`src/rtl/vga_rx.sv`:
```
`default_nettype none
// ============================================================================
// Module   : vga_rx
// Brief    : VGA (hsync/vsync + 4:4:4 RGB) capture front end. Extracts the
//            active window of each frame and streams it out over AXI-Stream
//            through a small pixel FIFO, flagging overflow and short lines.
// Revision : 1.0 - initial release
// ============================================================================
module vga_rx #(
    parameter int FIFO_DEPTH = 16
) (
    input  logic        aclk,
    input  logic        aresetn,
    input  logic        enable,
    input  logic        vga_hsync,
    input  logic        vga_vsync,
    input  logic [3:0]  vga_r,
    input  logic [3:0]  vga_g,
    input  logic [3:0]  vga_b,
    input  logic [15:0] H_RES,
    input  logic [15:0] H_BACK_PORCH,
    input  logic [15:0] V_RES,
    input  logic [15:0] V_BACK_PORCH,
    output logic        pix_tvalid,
    input  logic        pix_tready,
    output logic [11:0] pix_tdata,
    output logic        pix_tlast,
    output logic        pix_tuser,
    output logic        overflow,
    output logic        line_err,
    input  logic        clear
);

    localparam int             AW      = $clog2(FIFO_DEPTH);
    localparam logic [AW:0]    DEPTH_C = (AW+1)'(FIFO_DEPTH);

    typedef enum logic [1:0] {H_SYNC, H_BP, H_PIX, H_DONE} h_state_t;
    typedef enum logic [1:0] {V_IDLE, V_WAIT, V_ACTIVE}    v_state_t;

    // Input sampling registers
    logic        primed_q;
    logic        hs_q, vs_q, hs_prev_q, vs_prev_q;
    logic [11:0] rgb_q;

    // Timing state
    h_state_t    h_q, h_d;
    v_state_t    v_q, v_d;
    logic [16:0] hcnt_q, hcnt_d;
    logic [15:0] vcnt_q, vcnt_d;

    // FIFO and flags
    logic [13:0] mem_q [FIFO_DEPTH];
    logic [AW:0] wptr_q, rptr_q;
    logic        overflow_q, overflow_d;
    logic        line_err_q, line_err_d;

    // Combinational helpers
    logic        w_hs_fall, w_hs_rise, w_vs_rise;
    logic [16:0] w_h_bp, w_h_end, w_v_bp, w_v_end;
    logic        w_in_line;
    logic [16:0] w_k, w_k_next;
    logic        w_line_act, w_cap, w_tlast, w_tuser, w_lerr;
    logic [AW:0] w_count;
    logic        w_full, w_rd, w_wr, w_drop;
    logic [13:0] w_rd_word;

    // Sample the VGA pins once; on the first clock after reset the previous
    // sample is loaded with the pin value so no false edge appears.
    always_ff @(posedge aclk or negedge aresetn) begin
        if (!aresetn) begin
            primed_q  <= 1'b0;
            hs_q      <= 1'b0;
            vs_q      <= 1'b0;
            hs_prev_q <= 1'b0;
            vs_prev_q <= 1'b0;
            rgb_q     <= 12'd0;
        end else begin
            primed_q  <= 1'b1;
            hs_q      <= vga_hsync;
            vs_q      <= vga_vsync;
            rgb_q     <= {vga_b, vga_g, vga_r};
            hs_prev_q <= primed_q ? hs_q : vga_hsync;
            vs_prev_q <= primed_q ? vs_q : vga_vsync;
        end
    end

    assign w_hs_fall = hs_prev_q & ~hs_q;
    assign w_hs_rise = ~hs_prev_q & hs_q;
    assign w_vs_rise = ~vs_prev_q & vs_q;

    assign w_h_bp  = {1'b0, H_BACK_PORCH};
    assign w_h_end = {1'b0, H_BACK_PORCH} + {1'b0, H_RES};
    assign w_v_bp  = {1'b0, V_BACK_PORCH};
    assign w_v_end = {1'b0, V_BACK_PORCH} + {1'b0, V_RES};

    // Horizontal position tracking; w_k is the port-cycle index of the pixel now in rgb_q
    always_comb begin
        h_d       = h_q;
        hcnt_d    = hcnt_q;
        w_in_line = ((h_q == H_SYNC) && w_hs_rise) || (h_q == H_BP) || (h_q == H_PIX);
        w_k       = (h_q == H_SYNC) ? 17'd0 : hcnt_q;
        w_k_next  = w_k + 17'd1;
        if (w_hs_fall) begin
            h_d = H_SYNC;
        end else if (w_in_line) begin
            hcnt_d = w_k_next;
            if (w_k_next < w_h_bp) begin
                h_d = H_BP;
            end else if (w_k_next < w_h_end) begin
                h_d = H_PIX;
            end else begin
                h_d = H_DONE;
            end
        end
    end

    // Line counting and frame arming; mode changes only take effect at line boundaries
    always_comb begin
        v_d    = v_q;
        vcnt_d = vcnt_q;
        if (w_vs_rise) begin
            vcnt_d = 16'd0;
        end else if (w_hs_fall && (vcnt_q != 16'hFFFF)) begin
            vcnt_d = vcnt_q + 16'd1;
        end
        case (v_q)
            V_IDLE: begin
                if (enable) v_d = V_WAIT;
            end
            V_WAIT: begin
                if (w_hs_fall && !enable)  v_d = V_IDLE;
                else if (w_vs_rise)        v_d = V_ACTIVE;
            end
            V_ACTIVE: begin
                if (w_hs_fall && !enable)                          v_d = V_IDLE;
                else if (w_hs_fall && ({1'b0, vcnt_d} >= w_v_end)) v_d = V_WAIT;
            end
            default: v_d = V_IDLE;
        endcase
    end

    assign w_line_act = ({1'b0, vcnt_q} >= w_v_bp) && ({1'b0, vcnt_q} < w_v_end);
    assign w_cap      = (v_q == V_ACTIVE) && w_line_act && w_in_line && !w_hs_fall
                        && (w_k >= w_h_bp) && (w_k < w_h_end);
    assign w_tlast    = (w_k == (w_h_end - 17'd1));
    assign w_tuser    = (w_k == w_h_bp) && (vcnt_q == V_BACK_PORCH);
    assign w_lerr     = w_hs_fall && ((h_q == H_BP) || (h_q == H_PIX))
                        && (v_q == V_ACTIVE) && w_line_act;

    // FIFO bookkeeping: a read on a full FIFO frees the slot for the same-cycle write
    assign w_count    = wptr_q - rptr_q;
    assign w_full     = (w_count == DEPTH_C);
    assign pix_tvalid = (wptr_q != rptr_q);
    assign w_rd       = pix_tvalid & pix_tready;
    assign w_wr       = w_cap & (~w_full | w_rd);
    assign w_drop     = w_cap & w_full & ~w_rd;

    assign w_rd_word  = mem_q[rptr_q[AW-1:0]];
    assign pix_tdata  = pix_tvalid ? w_rd_word[11:0] : 12'd0;
    assign pix_tlast  = pix_tvalid & w_rd_word[12];
    assign pix_tuser  = pix_tvalid & w_rd_word[13];
    assign overflow   = overflow_q;
    assign line_err   = line_err_q;

    // Sticky flags: a new event in the same cycle as clear wins
    always_comb begin
        overflow_d = (clear ? 1'b0 : overflow_q) | w_drop;
        line_err_d = (clear ? 1'b0 : line_err_q) | w_lerr;
    end

    // Pixel storage; contents are don't-care until the write pointer passes them
    always_ff @(posedge aclk) begin
        if (w_wr) mem_q[wptr_q[AW-1:0]] <= {w_tuser, w_tlast, rgb_q};
    end

    // State, counters, pointers and flags
    always_ff @(posedge aclk or negedge aresetn) begin
        if (!aresetn) begin
            h_q        <= H_SYNC;
            v_q        <= V_IDLE;
            hcnt_q     <= 17'd0;
            vcnt_q     <= 16'd0;
            wptr_q     <= '0;
            rptr_q     <= '0;
            overflow_q <= 1'b0;
            line_err_q <= 1'b0;
        end else begin
            h_q        <= h_d;
            v_q        <= v_d;
            hcnt_q     <= hcnt_d;
            vcnt_q     <= vcnt_d;
            overflow_q <= overflow_d;
            line_err_q <= line_err_d;
            if (w_wr) wptr_q <= wptr_q + 1'b1;
            if (w_rd) rptr_q <= rptr_q + 1'b1;
        end
    end

endmodule
`default_nettype wire
```
`config.mk`:
```
export PLATFORM = sky130hd
export DESIGN_NAME = vga_rx
export DESIGN_NICKNAME = d
export VERILOG_FILES = /design/src/rtl/vga_rx.sv
export SDC_FILE = /design/constraint.sdc
export NUM_CORES = 1
export LEC_CHECK = 0
export BUFFER_PORTS_ARGS = -buffer_cell sky130_fd_sc_hd__buf_2
export CORE_UTILIZATION = 40
export DETAILED_ROUTE_END_ITERATION = 12
export PLACE_DENSITY = 0.54
export SETUP_SLACK_MARGIN = 0.3
export SLEW_MARGIN = 20
export SYNTH_ARGS = -nofsm -noshare
export SYNTH_HDL_FRONTEND = slang
export SYNTH_SLANG_ARGS = --single-unit
```
`constraint.sdc`:
```
create_clock -name aclk -period 13.5 [get_ports aclk]
set_clock_uncertainty 0.1 [all_clocks]
set_input_delay 1.35 -clock aclk [delete_from_list [all_inputs] [get_ports aclk]]
set_output_delay 1.35 -clock aclk [all_outputs]
set_load 0.01 [all_outputs]
```
==> results of run 1 <==
[cell usage in the layout, fill, tap and decap left out, types with 31 or more instances in the layout]
| cell type | Yosys | final |
|---|---|---|
| buf_2 | 1 | 98 |
| xor2_1 | 32 | 32 |
| a21o_1 | 32 | 32 |
| mux4_2 | 70 | 70 |
| xnor2_1 | 44 | 44 |
| nor2_1 | 63 | 63 |
| edfxtp_1 | 224 | 224 |
| clkbuf_16 | 0 | 31 |
| inv_1 | 78 | 78 |
| dfrtp_1 | 66 | 64 |
| a21oi_1 | 55 | 55 |
| ha_1 | 158 | 158 |
| nand2_1 | 44 | 44 |
[synth_stat cells, types with 9 or more instances]
cell type	instances
a21o_1	32
a21oi_1	55
and2_1	17
and3_1	24
buf_1	9
clkbuf_1	21
dfrtp_1	66
edfxtp_1	224
ha_1	158
inv_1	78
mux2_2	19
mux4_2	70
nand2_1	44
nand2b_1	13
nand3_1	23
nand4_1	28
nor2_1	63
nor2b_1	30
o21a_1	20
o21ai_0	26
o21bai_1	11
xnor2_1	44
xor2_1	32
[worst max path at each step]
stage | startpoint | to | slack (ps) | cells past startpoint
2_1_floorplan | H_RES[8] | mem_q[3][0]$_DFFE_PP_ | 6690 | 18
3_3_place_gp | H_RES[6] | mem_q[11][0]$_DFFE_PP_ | 6250 | 20
3_5_place_dp | H_RES[6] | mem_q[11][11]$_DFFE_PP_ | 5960 | 20
4_1_cts | H_RES[6] | mem_q[11][11]$_DFFE_PP_ | 6580 | 20
5_1_grt | H_RES[6] | mem_q[11][11]$_DFFE_PP_ | 5970 | 20
6_report | H_RES[6] | mem_q[11][11]$_DFFE_PP_ | 6640 | 20
[flip-flops by register name (all words and copies together), names as in the netlist, 2 cells and up]
register,count
vcnt_q,16
mem_q,224
wptr_q,5
h_q,2
hcnt_q,17
v_q,2
rgb_q,12
rptr_q,5
[per-stage QoR]
stage | std cells | utilization [%]
floorplan | 1236 | -
global placement | 1839 | 43.8
detailed placement | 1839 | 43.8
CTS | 1897 | 46.5
global route | 1897 | 46.5
finish | 1897 | 46.5
[worst reg2reg max path, cell delays in order, from the launching register on]
cell and delay, ps:
dfrtp_1 390, inv_1 100, ha_1 730, nor2b_1 270, ha_1 350, nor2b_1 120, o21ai_0 150, nand2b_1 80
a21oi_1 150, nor2_1 60, a2111oi_0 690, o211ai_1 390, nor4b_4 790, nand3b_1 240, nor2_1 710, buf_4 320
[routing by layer]
layer | vias up | track usage (%) | share of wire (%) | wire [µm]
li1 | 4957 | - | - | -
met1 | 5043 | 24.7 | 45 | 17000
met2 | 149 | 32.1 | 50 | 18600
met3 | 36 | 2.39 | 3.6 | 1370
met4 | 2 | 3.33 | 1.2 | 444
met5 | - | 0 | 0.035 | 13
[power by group]
part           switching [mW]  internal [mW]
Combinational           0.421          0.420
Clock                   0.358          0.569
Sequential             0.0570          0.986
[cell families after synthesis]
logic type	count (synthesis)
AOI/OAI and AO/OA	208
xor gates and xnor gates	78
and+or+nand+nor	293
adders and majority gates	160
muxes	96
other	1
DFF	290
buffers and inverters	110
[final cells by class]
| type | count | area [µm²] | area share, % |
|---|---|---|---|
| clock inverter | 18 | 287 | 1.54 |
| timing repair buffer | 109 | 573 | 3.07 |
| sequential | 290 | 8380 | 44.9 |
| multi-input combinational | 836 | 7640 | 40.9 |
| inverter | 79 | 297 | 1.59 |
| tap | 525 | 657 | 3.52 |
| clock buffer | 40 | 830 | 4.45 |
==> results, run 1 <==
- The flow ran to the end, and the final reports show no timing, DRC or antenna violations.
- The post-route total power is roughly 2.8 mW.
- For this design, the slowest cell found on the critical path is nor4b_4.
- Summing over every cut layer, the via total after detailed routing is a little over 10,000.
- The headroom to the max-slew limit is around a third.
- The post-synthesis share of cell area spent on full adders, half adders and majority gates is between 10% and 20%.
- Walking the worst path, the cells encountered are buf_2 -> ha_1 -> a21oi_1 -> nor2_1 -> or4_1 -> o22ai_1 -> o21bai_1 -> a21oi_1 -> xnor2_1 -> inv_1 -> ha_1 -> nor2b_1 -> o21ai_0 -> o311ai_0 -> nor4_1 -> o211ai_1 -> nor4b_4 -> nand3b_1 -> nor2_1 -> buf_4.
- In the synthesized netlist the dominant register cell turns out to be edfxtp_1.
- The repair_antennas step left the layout with diodes totalling 0.
- Sequential cells were found to cover about half of the synthesized design area.
- After layout, the worst path uses about half of the clock period.
- Hold timing on the final database bottoms out at a slack of approximately 390 ps.
- Buffers inserted during clock tree synthesis total 31.
- The final design instance area without fill is approximately 19,000 µm².
- The count of endpoints failing setup in the final report is 0.
- In this run the power density over the cells is 151 nW/µm².
- The count of cells along the worst hold path is 1.
- Summing the areas of all compound-gate instances in the mapped netlist gives under 10% of the synthesized area.
- Dividing the detail-routed wire length by the instance count gives 19.7 µm.
- The clock-pin slew reported for the worst setup and hold paths after clock tree synthesis is approximately 70 ps.
- The placed wire-length estimate after detailed placement is 26.8 mm.
- After global routing the overflow that remains totals 0.
- Counting both buffers and inverters, the worst setup path holds a total of 3.
- The number of hold buffers added after CTS was 0.
- Of the cells placed in the final design, the portion with a size suffix greater than 1 is 20.2%.
- The count of different cell masters after synthesis is 74.
- The final layout contains routed wiring with a total length of 37.4 mm.
- The setup slack of the most critical reg-to-reg path is 7600 ps.
- TritonCTS built the clock tree.
- The sink count of the clock tree is between 200 and 300.
- The area overhead of the layout relative to synthesis is 13.7%.
- The number of endpoints with negative hold slack in the final report is 0.
- For the pin with the worst max-slew slack, the measured transition is 986 ps.
- The first global-routing pass estimated about 59 mm of wire.
- The element type at the critical path start is an input pin.
- The type of the most critical hold path is reg2reg.
- The count of pins over their slew limit is 0.
- The worst path setup slack after routing is 6640 ps.
- The final estimated routing congestion in global placement is 0.854.
- The later pin in the worst-skew pair is clocked with a latency of 580 ps.
- In this run the remaining antenna-violating nets after routing total 0.
- Clock tree synthesis selected as its root buffer the cell clkbuf_16.
- The worst-case IR drop observed on VDD is roughly 0.14 mV.
- The cell type with the largest total area after synthesis is edfxtp_1.
- The die covers about 42,000 µm².
- The accumulated negative setup slack is 0 ps.
- The number of global-route vias before repair is approximately 11,000.
- In this run the static leakage power is between 7 and 8 nW.
- The initial utilization of the core area, before any placement, comes to about 40%.
- The average cell area after synthesis is between 10 and 15 µm².
- During I/O placement, the number of pins put on the boundary was 100.
- The count of routing violations after the opening detailed-route iteration is between 500 and 600.
- The core region is 40,100 µm².
- The maximum number of pins on one net before global-route repair is 62.
- The mapped netlist covers roughly 16,000 µm².
- The fraction of synthesized area in multiplexers is ~11%.
- Along the worst path, the maximum fanout reaches 18.
- The arrival time at the worst endpoint is ~7100 ps.
- Max-cap violations in this run came to 0.
- The area share of the largest cell type after synthesis is around 41%.
- The critical path start-end classification is in2reg.
- The number of vias per cell after detailed routing is 5.37.
- The worst path needs around 6900 ps of the cycle, external delays included.
- The achievable clock frequency is around 0.15 GHz.
- The main combinational cell family by area after synthesis is adder cells.
- The count of fill cells added during filler insertion is ~3,600.
- The post-place instance area is ~18,000 µm².
- Synthesis handed over a netlist of about 1,200 instances.
- The post-route DRC violation count is 0.
- The longest individual stage delay on the worst path is between 700 and 800 ps.
- The total iterations of the first detailed-routing run is 4.
- The height of the chip is around 200 µm.
- The end of the worst register-to-register path is mem_q[11][11]$_DFFE_PP_.
- Among cell families on the critical path, the largest total delay comes from simple AND/OR/NAND/NOR gates.
- Summing the areas of all and, or, nand and nor instances in the mapped netlist gives about a tenth of the synthesized area.
- The category of the worst setup path capture point is a flop.
- Global routing used a little under a fifth of the available tracks.
- The register bit total from synthesis is between 200 and 300.
- The worst register-to-register path begins at h_q[1]$_DFFE_PN0P_.
- Data on the critical path is required at its endpoint by 13,680 ps.
- By area the synthesized netlist is led by edfxtp_1 41%, ha_1 12%, dfrtp_1 10%, mux4_2 9.6%, xnor2_1 2.3%.
- CTS built an H-tree with a depth of 1.
- Setup repair after global routing left no endpoint under its margin.
- The number of buffer cells added on primary ports is between 90 and 100.
- The post-CTS setup repair buffer count is 0.
- The number of core rows is 73.
- For this run, the post-layout net count is 1,590.
- The worst hold path begins at wptr_q[4]$_DFFE_PN0P_.
- The xor/xnor share of the synthesized area is about 4.3%.
- The number of buffers on the longest clock path is 3.
- For hold timing, the worst endpoint is wptr_q[4]$_DFFE_PN0P_.
- Counting flops with an async set or reset pin after synthesis yields a share of between 20 and 25%.
- The horizontal die dimension is 205 µm.
- The initial antenna violation count is 3.
- The number of flops mapped to enable cells by yosys is between 200 and 250.
- At the placement stage, the worst setup path has a slack of approximately 6000 ps.
- The number of instances resized during post-cts repair is 0.
- During synthesis, Yosys emitted a total of 0 warnings.
- Synthesis produced a netlist with a net count of 1,479.
- Measured in cells, the most critical reg-to-reg path has a length of 15.
Power figures use the tool's default switching activity.
==> run 2: changes to the inputs <==
Settings changed: PLACE_DENSITY 0.54 to 0.56.
Clock period 13.5 ns to 5.6 ns, I/O delays scaled along.
==> results, run 2 (synthesis gave the netlist of run 1 again) <==
- Run status: finished, final reports clean (unchanged).
- The headroom to the max-slew limit is 34.4% (was 33.7%).
- The starting utilization of the core area was 40.9% (unchanged).
- The share of layout cells above drive strength 1 is 21.6% (was 20.2%).
- The most common library cell in the layout ignoring fill and taps was edfxtp_1 (unchanged).
- The number of buffers and inverters on the critical path is 4 (was 3).
- The category of the worst setup path capture point is a flop (unchanged).
- The number of instances resized during post-cts repair was 0 (unchanged).
- The core area came to 40,100 µm² (unchanged).
- The number of core rows came to 73 (unchanged).
- The minimum clock period after layout is around 4900 ps.
- The count of pins over their slew limit is 0 (unchanged).
- The worst IR drop on VDD was 0.214 mV (was 0.139 mV).
- The wire length on met2 is 17.7 mm (was 18.6 mm).
- The placed wire-length estimate after detailed placement was 25.8 mm (was 26.8 mm).
- The deepest level of the CTS H-tree is 1 (unchanged).
- The clock tree from TritonCTS is done (unchanged).
- The total global-route track usage is 17.7% (was 18.5%).
- The clock-pin slew reported for the worst setup and hold paths after clock tree synthesis is 60 ps (was 70 ps).
- Leading cell types in the layout, fill and taps excluded: 224 x edfxtp_1, 158 x ha_1, 98 x buf_2, 78 x inv_1, 70 x mux4_2 (unchanged).
- The flip-flop count of the largest register after layout was 224 (unchanged).
- The count of routing violations after the opening detailed-route iteration is 510 (was 523).
- The aggregate global routing overflow is 0 (unchanged).
- The initial antenna violation count was 2 (was 3).
- The cell with the largest stage delay on the worst path is ha_1 (was nor4b_4).
- The largest fanout on the critical path is 18 (unchanged).
- The number of endpoints with negative hold slack in the final report is 0 (unchanged).
- The total iterations of the first detailed-routing run is 5 (was 4).
- The number of buffers on the longest clock path came to 3 (unchanged).
- The total met3 wirelength after detailed routing is 1.36 mm (was 1.37 mm).
- The post-route DRC violation count came to 0 (unchanged).
- The post-detailed-route wirelength per cell was 18.7 µm (was 19.7 µm).
- CP cell instances: buf_2 -> ha_1 -> o21a_1 -> a211oi_1 -> nor3_1 -> o22ai_1 -> o21bai_1 -> a21oi_1 -> xnor2_1 -> inv_1 -> ha_1 -> nor2b_1 -> o21ai_0 -> o311ai_0 -> nor4_1 -> o211ai_1 -> nor4b_4 -> buf_4 -> nor4b_4 -> buf_4 (was buf_2 -> ha_1 -> a21oi_1 -> nor2_1 -> or4_1 -> o22ai_1 -> o21bai_1 -> a21oi_1 -> xnor2_1 -> inv_1 -> ha_1 -> nor2b_1 -> o21ai_0 -> o311ai_0 -> nor4_1 -> o211ai_1 -> nor4b_4 -> nand3b_1 -> nor2_1 -> buf_4).
- The I/O pin count came to 100 (unchanged).
- The final estimated routing congestion in global placement is 0.852 (was 0.854).
- The total wire length is 36.3 mm (was 37.4 mm).
- The via count was 10,288 (was 10,187).
- The area overhead of the layout relative to synthesis is 16.3% (was 13.7%).
- The leakage component of the power is 7.90 nW (was 7.70 nW).
- The library cell used as clock root buffer is clkbuf_16 (unchanged).
- The count of inserted antenna diode cells is 0 (unchanged).
- The uppermost layer routed is met5 (unchanged).
- The required time reported for the critical path endpoint is 5740 ps (was 13,680 ps).
- The horizontal die dimension is 205 µm (unchanged).
- The accumulated negative setup slack is 0 ps (unchanged).
- The count of maximum capacitance violations is 0 (unchanged).
- The full die area is 41,800 µm² (unchanged).
- The count of endpoints failing setup in the final report is 0 (unchanged).
- The slew at the pin with the worst max-slew slack came to 977 ps (was 986 ps).
- The maximum number of pins on one net before global-route repair is 62 (unchanged).
- The number of instances in the placed design was 1,864 (was 1,839).
- The clock latency on the worst-skew pair is 580 ps (about the same).
- The sum of routed wire segments on met1 is 16.5 mm (was 17.0 mm).
- The height of the chip is 205 µm (unchanged).
- Setup repair after global routing missed its margin: false (unchanged).
- The type of the most critical hold path is in2reg (was reg2reg).
- The number of vias per cell after detailed routing is 5.32 (was 5.37).
- The total CTS buffers is 30 (was 31).
- Derived from the worst setup path, the maximum achievable clock frequency is approximately 0.2 GHz.
- The number of nets with antenna violations after detailed routing came to 0 (unchanged).
- The arrival time at the worst endpoint is 5060 ps (was 7050 ps).
- The longest individual stage delay on the worst path is 410 ps (was 780 ps).
- The sink count of the clock tree is 290 (unchanged).
- The global-route wire length before repair was 57.2 mm (was 59.4 mm).
- The kind of cell adding the most delay to the critical path is compound AO/OA/AOI/OAI gates (was simple AND/OR/NAND/NOR gates).
- The share of the clock period used by the worst path is 87.9%.
- The power per cell area is 353 nW/µm² (was 151 nW/µm²).
- The number of global-route vias before repair is 10,357 (was 10,644).
- The critical path start-end classification is in2reg (unchanged).
- The element type at the critical path start is an input pin (unchanged).
- The number of nets in the finished design is 1,629 (was 1,590).
- The number of standard cells in the layout, taps in and fillers out is 1,935 (was 1,897).
- The number of buffer cells added on primary ports is 99 (unchanged).
-- run 2: cell count changes in the layout (fill, tap and decap cells not counted), moves of 2 or more --
cell	change
buf_4	+19
clkbuf_1	-2
clkinv_1	-3
buf_12	+6
dlygate4sd3_1	+15
clkinv_2	+2
clkinvlp_4	+2
-- run 2: stage by stage --
step / worst slack, ps / hold slack, ps / area (µm²) / total power, mW / util, %
3_5_place_dp: 89.8 / 276 / 17800 / 4.61 / 44.4
4_1_cts: 653 / 76.6 / 19100 / 6.85 / 47.6
3_3_place_gp: 247 / 279 / 17800 / 4.58 / 44.4
5_1_grt: 338 / 80.6 / 19100 / 7.13 / 47.6
2_1_floorplan: 390 / 164 / 16400 / 4.04 / -
6_report: 680 / 106 / 19100 / 6.73 / 47.6
-- run 2: final cells by class --
type,instances,area (µm²)
Clock inverter,18,299
Sequential cell,290,8380
Inverter,79,297
Multi-Input combinational cell,836,7650
Clock buffer,38,811
Timing Repair Buffer,149,986
Fill cell,3537,21000
Tap cell,525,657
-- run 2: worst paths after layout --
| kind | startpoint | end | slack [ps] | cells past startpoint |
|---|---|---|---|---|
| worst max register to register | h_q[0]$_DFFE_PN0P_ | h_q[0]$_DFFE_PN0P_ | 780 | 17 |
| worst max-delay path | H_BACK_PORCH[2] | mem_q[3][13]$_DFFE_PP_ | 680 | 20 |
| min in group asynchronous | aresetn | vcnt_q[6]$_DFF_PN0_ | 230 | 2 |
| worst min register to register | wptr_q[4]$_DFFE_PN0P_ | wptr_q[4]$_DFFE_PN0P_ | 390 | 1 |
| max in group asynchronous | aresetn | rptr_q[0]$_DFFE_PN0P_ | 3960 | 3 |
| worst min-delay path | clear | line_err$_DFF_PN0_ | 110 | 2 |
-- run 2: timing repair --
action / 4_1_cts / 5_1_grt
buffers inserted: 0 / 0
hold endpoints to repair: 19 / 0
hold buffers: 15 / 0
-- run 2: power breakdown --
part           internal [mW]  switching [mW]  total (mW)
combinational           1.03           0.999        2.03
sequential              2.38           0.126        2.50
clock                   1.35           0.841        2.19
total                   4.76            1.97        6.73
-- run 2: metal layers --
layer  GRT usage (%)  vias up
met1            23.7     5010
li1                -     5049
met2            30.4      179
met4            3.68        4
met3            2.39       46
met5               0        -
-- run 2: worst register-to-register path, delay by kind of cell (launching register included) --
family          cells  cell delay, ps
flops               1             370
compound gates      5            1300
simple gates        6            1710
xor+xnor            1             150
fa+ha+maj           3             890
buf+inv             2             220
